**src/rtl/inst_fetch_if.sv**
```systemverilog
// Fetch-stage bundle: byte-wide memory request port, stall/redirect inputs
// and the instruction handed to IF/ID.
interface inst_fetch_if;
  logic [5:0]  stall;
  logic        branch_flag;
  logic [31:0] branch_target;
  logic        mem_valid;
  logic [7:0]  mem_rdata;
  logic        mem_req;
  logic [31:0] mem_addr;
  logic        if_flag;
  logic [31:0] if_pc;
  logic [31:0] if_inst;

  modport master (
    input  stall, branch_flag, branch_target, mem_valid, mem_rdata,
    output mem_req, mem_addr, if_flag, if_pc, if_inst
  );

  modport slave (
    output stall, branch_flag, branch_target, mem_valid, mem_rdata,
    input  mem_req, mem_addr, if_flag, if_pc, if_inst
  );
endinterface

```
**src/rtl/inst_fetch.sv**
```systemverilog
// Instruction fetch: owns the PC, assembles each 32-bit word little-endian from
// four byte reads and hands it to IF/ID with a one-cycle if_flag pulse.
//
// state | meaning
// FETCH | requesting/collecting bytes cnt=0..3
// HOLD  | word complete, waiting for stall[0] to release
// FLUSH | redirect taken while a byte is still outstanding; drop it
module inst_fetch #(
  parameter logic [31:0] RESET_PC = 32'h0000_0000
) (
  input logic          clk,
  input logic          rst,
  inst_fetch_if.master bus
);

  typedef enum logic [1:0] {
    FETCH = 2'd0,
    HOLD  = 2'd1,
    FLUSH = 2'd2
  } state_t;

  state_t      state, state_nxt;
  logic [31:0] pc, pc_nxt;
  logic [1:0]  cnt, cnt_nxt;
  logic [23:0] byte_buf, byte_buf_nxt;
  logic [31:0] addr, addr_nxt;
  logic [31:0] hold, hold_nxt;
  logic        if_flag, if_flag_nxt;
  logic [31:0] if_pc, if_pc_nxt;
  logic [31:0] if_inst, if_inst_nxt;

  logic [31:0] word;
  logic [31:0] pc_plus4;
  logic        stop;
  logic        unused_stall;

  assign word         = {bus.mem_rdata, byte_buf};
  assign pc_plus4     = pc + 32'd4;
  assign stop         = bus.stall[0];
  assign unused_stall = ^bus.stall[5:1];

  // Outstanding requests are abandoned on reset; the memory side resets too.
  assign bus.mem_req  = !rst && (state != HOLD);
  assign bus.mem_addr = addr;
  assign bus.if_flag  = if_flag;
  assign bus.if_pc    = if_pc;
  assign bus.if_inst  = if_inst;

  always_ff @(posedge clk) begin
    if (rst) begin
      state    <= FETCH;
      pc       <= RESET_PC;
      cnt      <= 2'd0;
      byte_buf <= 24'd0;
      addr     <= RESET_PC;
      hold     <= 32'd0;
      if_flag  <= 1'b0;
      if_pc    <= 32'd0;
      if_inst  <= 32'd0;
    end else begin
      state    <= state_nxt;
      pc       <= pc_nxt;
      cnt      <= cnt_nxt;
      byte_buf <= byte_buf_nxt;
      addr     <= addr_nxt;
      hold     <= hold_nxt;
      if_flag  <= if_flag_nxt;
      if_pc    <= if_pc_nxt;
      if_inst  <= if_inst_nxt;
    end
  end

  always_comb begin
    state_nxt    = state;
    pc_nxt       = pc;
    cnt_nxt      = cnt;
    byte_buf_nxt = byte_buf;
    addr_nxt     = addr;
    hold_nxt     = hold;
    if_flag_nxt  = 1'b0;
    if_pc_nxt    = if_pc;
    if_inst_nxt  = if_inst;

    case (state)
      FETCH: begin
        if (bus.branch_flag) begin
          // Redirect beats a same-cycle completion; the word is discarded.
          pc_nxt       = bus.branch_target;
          cnt_nxt      = 2'd0;
          byte_buf_nxt = 24'd0;
          if (bus.mem_valid) begin
            addr_nxt = bus.branch_target;
          end else begin
            state_nxt = FLUSH;
          end
        end else if (bus.mem_valid) begin
          if (cnt != 2'd3) begin
            case (cnt)
              2'd0:    byte_buf_nxt[7:0]   = bus.mem_rdata;
              2'd1:    byte_buf_nxt[15:8]  = bus.mem_rdata;
              default: byte_buf_nxt[23:16] = bus.mem_rdata;
            endcase
            cnt_nxt  = cnt + 2'd1;
            addr_nxt = pc + {30'd0, cnt} + 32'd1;
          end else if (!stop) begin
            if_flag_nxt = 1'b1;
            if_inst_nxt = word;
            if_pc_nxt   = pc_plus4;
            pc_nxt      = pc_plus4;
            addr_nxt    = pc_plus4;
            cnt_nxt     = 2'd0;
          end else begin
            hold_nxt  = word;
            cnt_nxt   = 2'd0;
            state_nxt = HOLD;
          end
        end
      end

      HOLD: begin
        if (bus.branch_flag) begin
          pc_nxt       = bus.branch_target;
          addr_nxt     = bus.branch_target;
          cnt_nxt      = 2'd0;
          byte_buf_nxt = 24'd0;
          state_nxt    = FETCH;
        end else if (!stop) begin
          if_flag_nxt = 1'b1;
          if_inst_nxt = hold;
          if_pc_nxt   = pc_plus4;
          pc_nxt      = pc_plus4;
          addr_nxt    = pc_plus4;
          cnt_nxt     = 2'd0;
          state_nxt   = FETCH;
        end
      end

      FLUSH: begin
        // addr stays on the in-flight byte until it returns, then is dropped.
        if (bus.branch_flag) begin
          pc_nxt = bus.branch_target;
        end
        if (bus.mem_valid) begin
          addr_nxt  = bus.branch_flag ? bus.branch_target : pc;
          state_nxt = FETCH;
        end
      end

      default: begin
        state_nxt = FETCH;
      end
    endcase
  end

endmodule

```
**src/flat_wrapper.sv**
```systemverilog
// flat-port wrapper written by rule: the top's interface ports become plain ports
module inst_fetch_flat 
#(
  parameter logic [31:0] RESET_PC = 32'h0000_0000
)
  (clk, rst, bus_stall, bus_branch_flag, bus_branch_target, bus_mem_valid, bus_mem_rdata, bus_mem_req, bus_mem_addr, bus_if_flag, bus_if_pc, bus_if_inst);
  inst_fetch_if bus_i ();
  input logic clk;
  input logic rst;
  input wire logic [$bits(bus_i.stall)-1:0] bus_stall;
  input wire logic [$bits(bus_i.branch_flag)-1:0] bus_branch_flag;
  input wire logic [$bits(bus_i.branch_target)-1:0] bus_branch_target;
  input wire logic [$bits(bus_i.mem_valid)-1:0] bus_mem_valid;
  input wire logic [$bits(bus_i.mem_rdata)-1:0] bus_mem_rdata;
  output wire logic [$bits(bus_i.mem_req)-1:0] bus_mem_req;
  output wire logic [$bits(bus_i.mem_addr)-1:0] bus_mem_addr;
  output wire logic [$bits(bus_i.if_flag)-1:0] bus_if_flag;
  output wire logic [$bits(bus_i.if_pc)-1:0] bus_if_pc;
  output wire logic [$bits(bus_i.if_inst)-1:0] bus_if_inst;
  assign bus_i.stall = bus_stall;
  assign bus_i.branch_flag = bus_branch_flag;
  assign bus_i.branch_target = bus_branch_target;
  assign bus_i.mem_valid = bus_mem_valid;
  assign bus_i.mem_rdata = bus_mem_rdata;
  assign bus_mem_req = bus_i.mem_req;
  assign bus_mem_addr = bus_i.mem_addr;
  assign bus_if_flag = bus_i.if_flag;
  assign bus_if_pc = bus_i.if_pc;
  assign bus_if_inst = bus_i.if_inst;
  inst_fetch #(.RESET_PC(RESET_PC)) u_core (.clk(clk), .rst(rst), .bus(bus_i));
endmodule
```
**config.mk**
```make
export PLATFORM = sky130hd
export DESIGN_NAME = inst_fetch_flat
export DESIGN_NICKNAME = d
export VERILOG_FILES = /design/src/rtl/inst_fetch_if.sv /design/src/rtl/inst_fetch.sv /design/src/flat_wrapper.sv
export SDC_FILE = /design/constraint.sdc
export NUM_CORES = 1
export LEC_CHECK = 0
export BUFFER_PORTS_ARGS = -buffer_cell sky130_fd_sc_hd__buf_2
export CAP_MARGIN = 20
export CORE_UTILIZATION = 27
export DETAILED_ROUTE_END_ITERATION = 8
export GPL_ROUTABILITY_DRIVEN = 0
export SYNTH_ARGS = -nofsm -noshare
export SYNTH_HDL_FRONTEND = slang
export SYNTH_SLANG_ARGS = --single-unit
```
**constraint.sdc**
```tcl
create_clock -name clk -period 2.35 [get_ports clk]
set_clock_uncertainty 0.05 [all_clocks]
set_input_delay 0.47 -clock clk [delete_from_list [all_inputs] [get_ports clk]]
set_output_delay 0.47 -clock clk [all_outputs]
set_load 0.01 [all_outputs]
```
==> flow_summary.json <==
{
  "hold_viol": 0,
  "cts_tree": "done",
  "switchingPower_mw": 2.57,
  "nets": 1682,
  "start_util": 0.275,
  "worst_setup_path_end_kind": "output port",
  "outcome": "complete, no violations",
  "path_clk_slew_ps": 80,
  "yosysSeqAreaShare": 0.345,
  "wl_per_cell_um": 21.1,
  "powerDensity_nw_per_um2": 558,
  "final_area_um2": 14300,
  "drive_above_1_share": 0.275,
  "critical_path_class": "reg -> out",
  "cts_hold_buf": 0,
  "total_power_mw": 7.99,
  "die_x_um": 204,
  "synthSimpleGateAreaFrac": 0.220,
  "ir_drop_mv": 0.446,
  "num_rows": 73,
  "synth_compound_area_frac": 0.261,
  "htreeDepth": 4,
  "fin_crit_sh": 0.990,
  "vias_per_cell": 5.59,
  "ys_top_cells_by_count": "dfxtp_1, nand2_1, nor2_1, clkbuf_1, a21oi_1",
  "setup_viol_count_final": 0,
  "place_hpwl_um": 32700,
  "seqCellArea_um2": 3810,
  "synth_top_family_by_area": "compound AO/OA/AOI/OAI gates",
  "cts_sinks": 189,
  "portBuffers": 142,
  "holdWs_ps": 220,
  "power.internal_mw": 5.42,
  "multi_input_area_um2": 6830,
  "utilization": 0.358,
  "swShare": 0.322,
  "syn-cell-area_um2": 11000,
  "vias": 12100,
  "ys.flop_type": "dfxtp_1",
  "coreArea_um2": 39900,
  "yosysWarnings": 0,
  "wirelength_um": 45700,
  "die_y_um": 204,
  "synth_cells": 1415,
  "leakagePower_nw": 5.51,
  "areaGrowthSynthToFinish_pct": 30.3,
  "synth-edff-count": 0,
  "grt_pass1_wl_um": 66600,
  "slew_viol_final": 0,
  "tightest_slew_ps": 1020,
  "netlist.top_cell.by_area": "dfxtp_1",
  "max-clock-path-buffers": 2,
  "rsz0062_at_grt": "yes",
  "combinationalPowerShare": 0.208,
  "synthAdderAreaFrac": 0.0132,
  "sequentialPowerShare": 0.432,
  "drtPass1Iterations": 6,
  "final_antenna_net_count": 0,
  "placed_area_um2": 13300,
  "grt_max_degree": 100,
  "slew_headroom": 0.319,
  "post-route-min-period_ps": 2330,
  "yosysMostFrequentCell": "dfxtp_1",
  "die_area_um2": 41500,
  "yosys-top-cells-area": "dfxtp_1, nand2_1, mux2i_1, a211oi_1, nor2_1",
  "pwr-share-clk": 0.360,
  "drt-initial-drc-count": 1481,
  "io_pins": 148,
  "ys_ff_latch": 189,
  "gr-total-overflow": 0,
  "avgSynthCellArea_um2": 7.76,
  "synthXorXnorAreaFrac": 0.0351,
  "antenna_cells": 0,
  "synth_top_area_share": 0.345,
  "clock_latency_ps": 450,
  "drc": 0,
  "path_max_fanout": 8,
  "drv_cap": 0,
  "root_buffer": "clkbuf_16",
  "crit_arrival_ps": 1810,
  "syn_nets": 1476,
  "synth_mux_area_frac": 0.0663,
  "antenna_found_initial": 1,
  "synth_cell_type_count": 71,
  "worst_setup_path_start_kind": "flop",
  "cts_buffers": 17,
  "grt_pass1_vias": 11100,
  "synthArstFlopShare": 0,
  "timing.fmax_ghz": 0.430,
  "hold_path_class": "in -> reg",
  "grt_usage": 0.210,
  "worstPathRequired_ps": 1830,
  "fillCellCount": 4073
}
==> cells in the final DEF, fill, tap and decap left out, drive strengths merged, types with 11 or more instances in the layout <==
master  instances
or4            11
nor4           21
inv            26
o31ai          18
a211oi         82
nand3          23
a21oi          99
o22ai          12
nor3           38
a31oi          13
o211ai         13
nor2b          12
nand4          18
dfxtp         189
a221o          12
o21ai          75
buf           328
a221oi         32
and2           12
clkbuf         22
mux2i          66
xnor2          27
nand2         181
xor2           17
nor2          161
==> per-layer routing <==
layer	GRT usage	vias up	part of all wire
met5	0	-	0.00028
met4	0.0994	2	0.040
met3	0.0473	111	0.095
met2	0.322	675	0.45
met1	0.278	5730	0.42
li1	-	5547	-
==> logic make-up (layout without fill, tap and decap cells) <==
family | Yosys count | count (layout)
xor+xnor | 44 | 44
fa+ha+maj | 11 | 11
simple gates | 513 | 513
compound gates | 424 | 424
flops | 189 | 189
buf+inv | 162 | 381
mux | 72 | 72
==> worst paths after layout <==
check	depth (start not counted)	slack (ps)	endpoint	startpoint
worst min-delay path	3	220	u_core.hold[25]	bus_mem_rdata[1]
worst max register to register	7	30	u_core.bus.mem_addr[27]	u_core.pc[20]
worst max-delay path	5	20	bus_mem_req	u_core.state[1]
worst min register to register	2	400	u_core.hold[9]	u_core.hold[9]
==> power groups by stage <==
| stage | Clock (mW) | Combinational [mW] | Sequential, mW |
|---|---|---|---|
| 3_3_place_gp | 0 | 1.53 | 3.51 |
| 6_report | 2.87 | 1.66 | 3.45 |
| 2_1_floorplan | 0 | 0.897 | 3.49 |
| 5_1_grt | 3.06 | 1.76 | 3.47 |
| 3_5_place_dp | 0 | 1.56 | 3.52 |
| 4_1_cts | 2.93 | 1.57 | 3.44 |
==> final cells by class <==
cell class / instances / area share
clock buffers: 19 / 0.0310
clock inverters: 13 / 0.00840
inverters: 18 / 0.00472
multi-input cells: 1064 / 0.478
flip-flops and latches: 189 / 0.266
well taps: 525 / 0.0459
repair buffers: 331 / 0.166
==> metrics by stage <==
stage                     TNS, ps  setup slack, ps  cells
after floorplan                 0             8.54   1415
after global placement      -68.3            -30.9   2115
after detailed placement     -185            -62.9   2116
after CTS                   -3.05            -3.05   2148
after global routing         -199            -75.0   2159
final                           0             24.5   2159
==> worst max-delay path: stages (launching register included) <==
cell and delay [ps]:
dfxtp_2 400, inv_1 110, ha_4 200, buf_4 180
nor2_2 260, buf_2 190
==> what timing repair did <==
| action | 4_1_cts | 5_1_grt |
|---|---|---|
| setup endpoints to repair | 7 | 96 |
| gates cloned | 0 | 3 |
| gates resized for setup | 12 | 55 |
| pin swaps | 0 | 11 |
| setup buffers | 0 | 8 |
==> state kept, by name (all words and copies together), names as in the netlist <==
name,flops
u_core.cnt,2
u_core.bus.if_flag,1
u_core.bus.mem_addr,32
u_core.hold,32
u_core.state,2
u_core.pc,32
u_core.bus.if_pc,32
u_core.byte_buf,24
u_core.bus.if_inst,32
No activity file was read; power rests on OpenSTA's default activity.
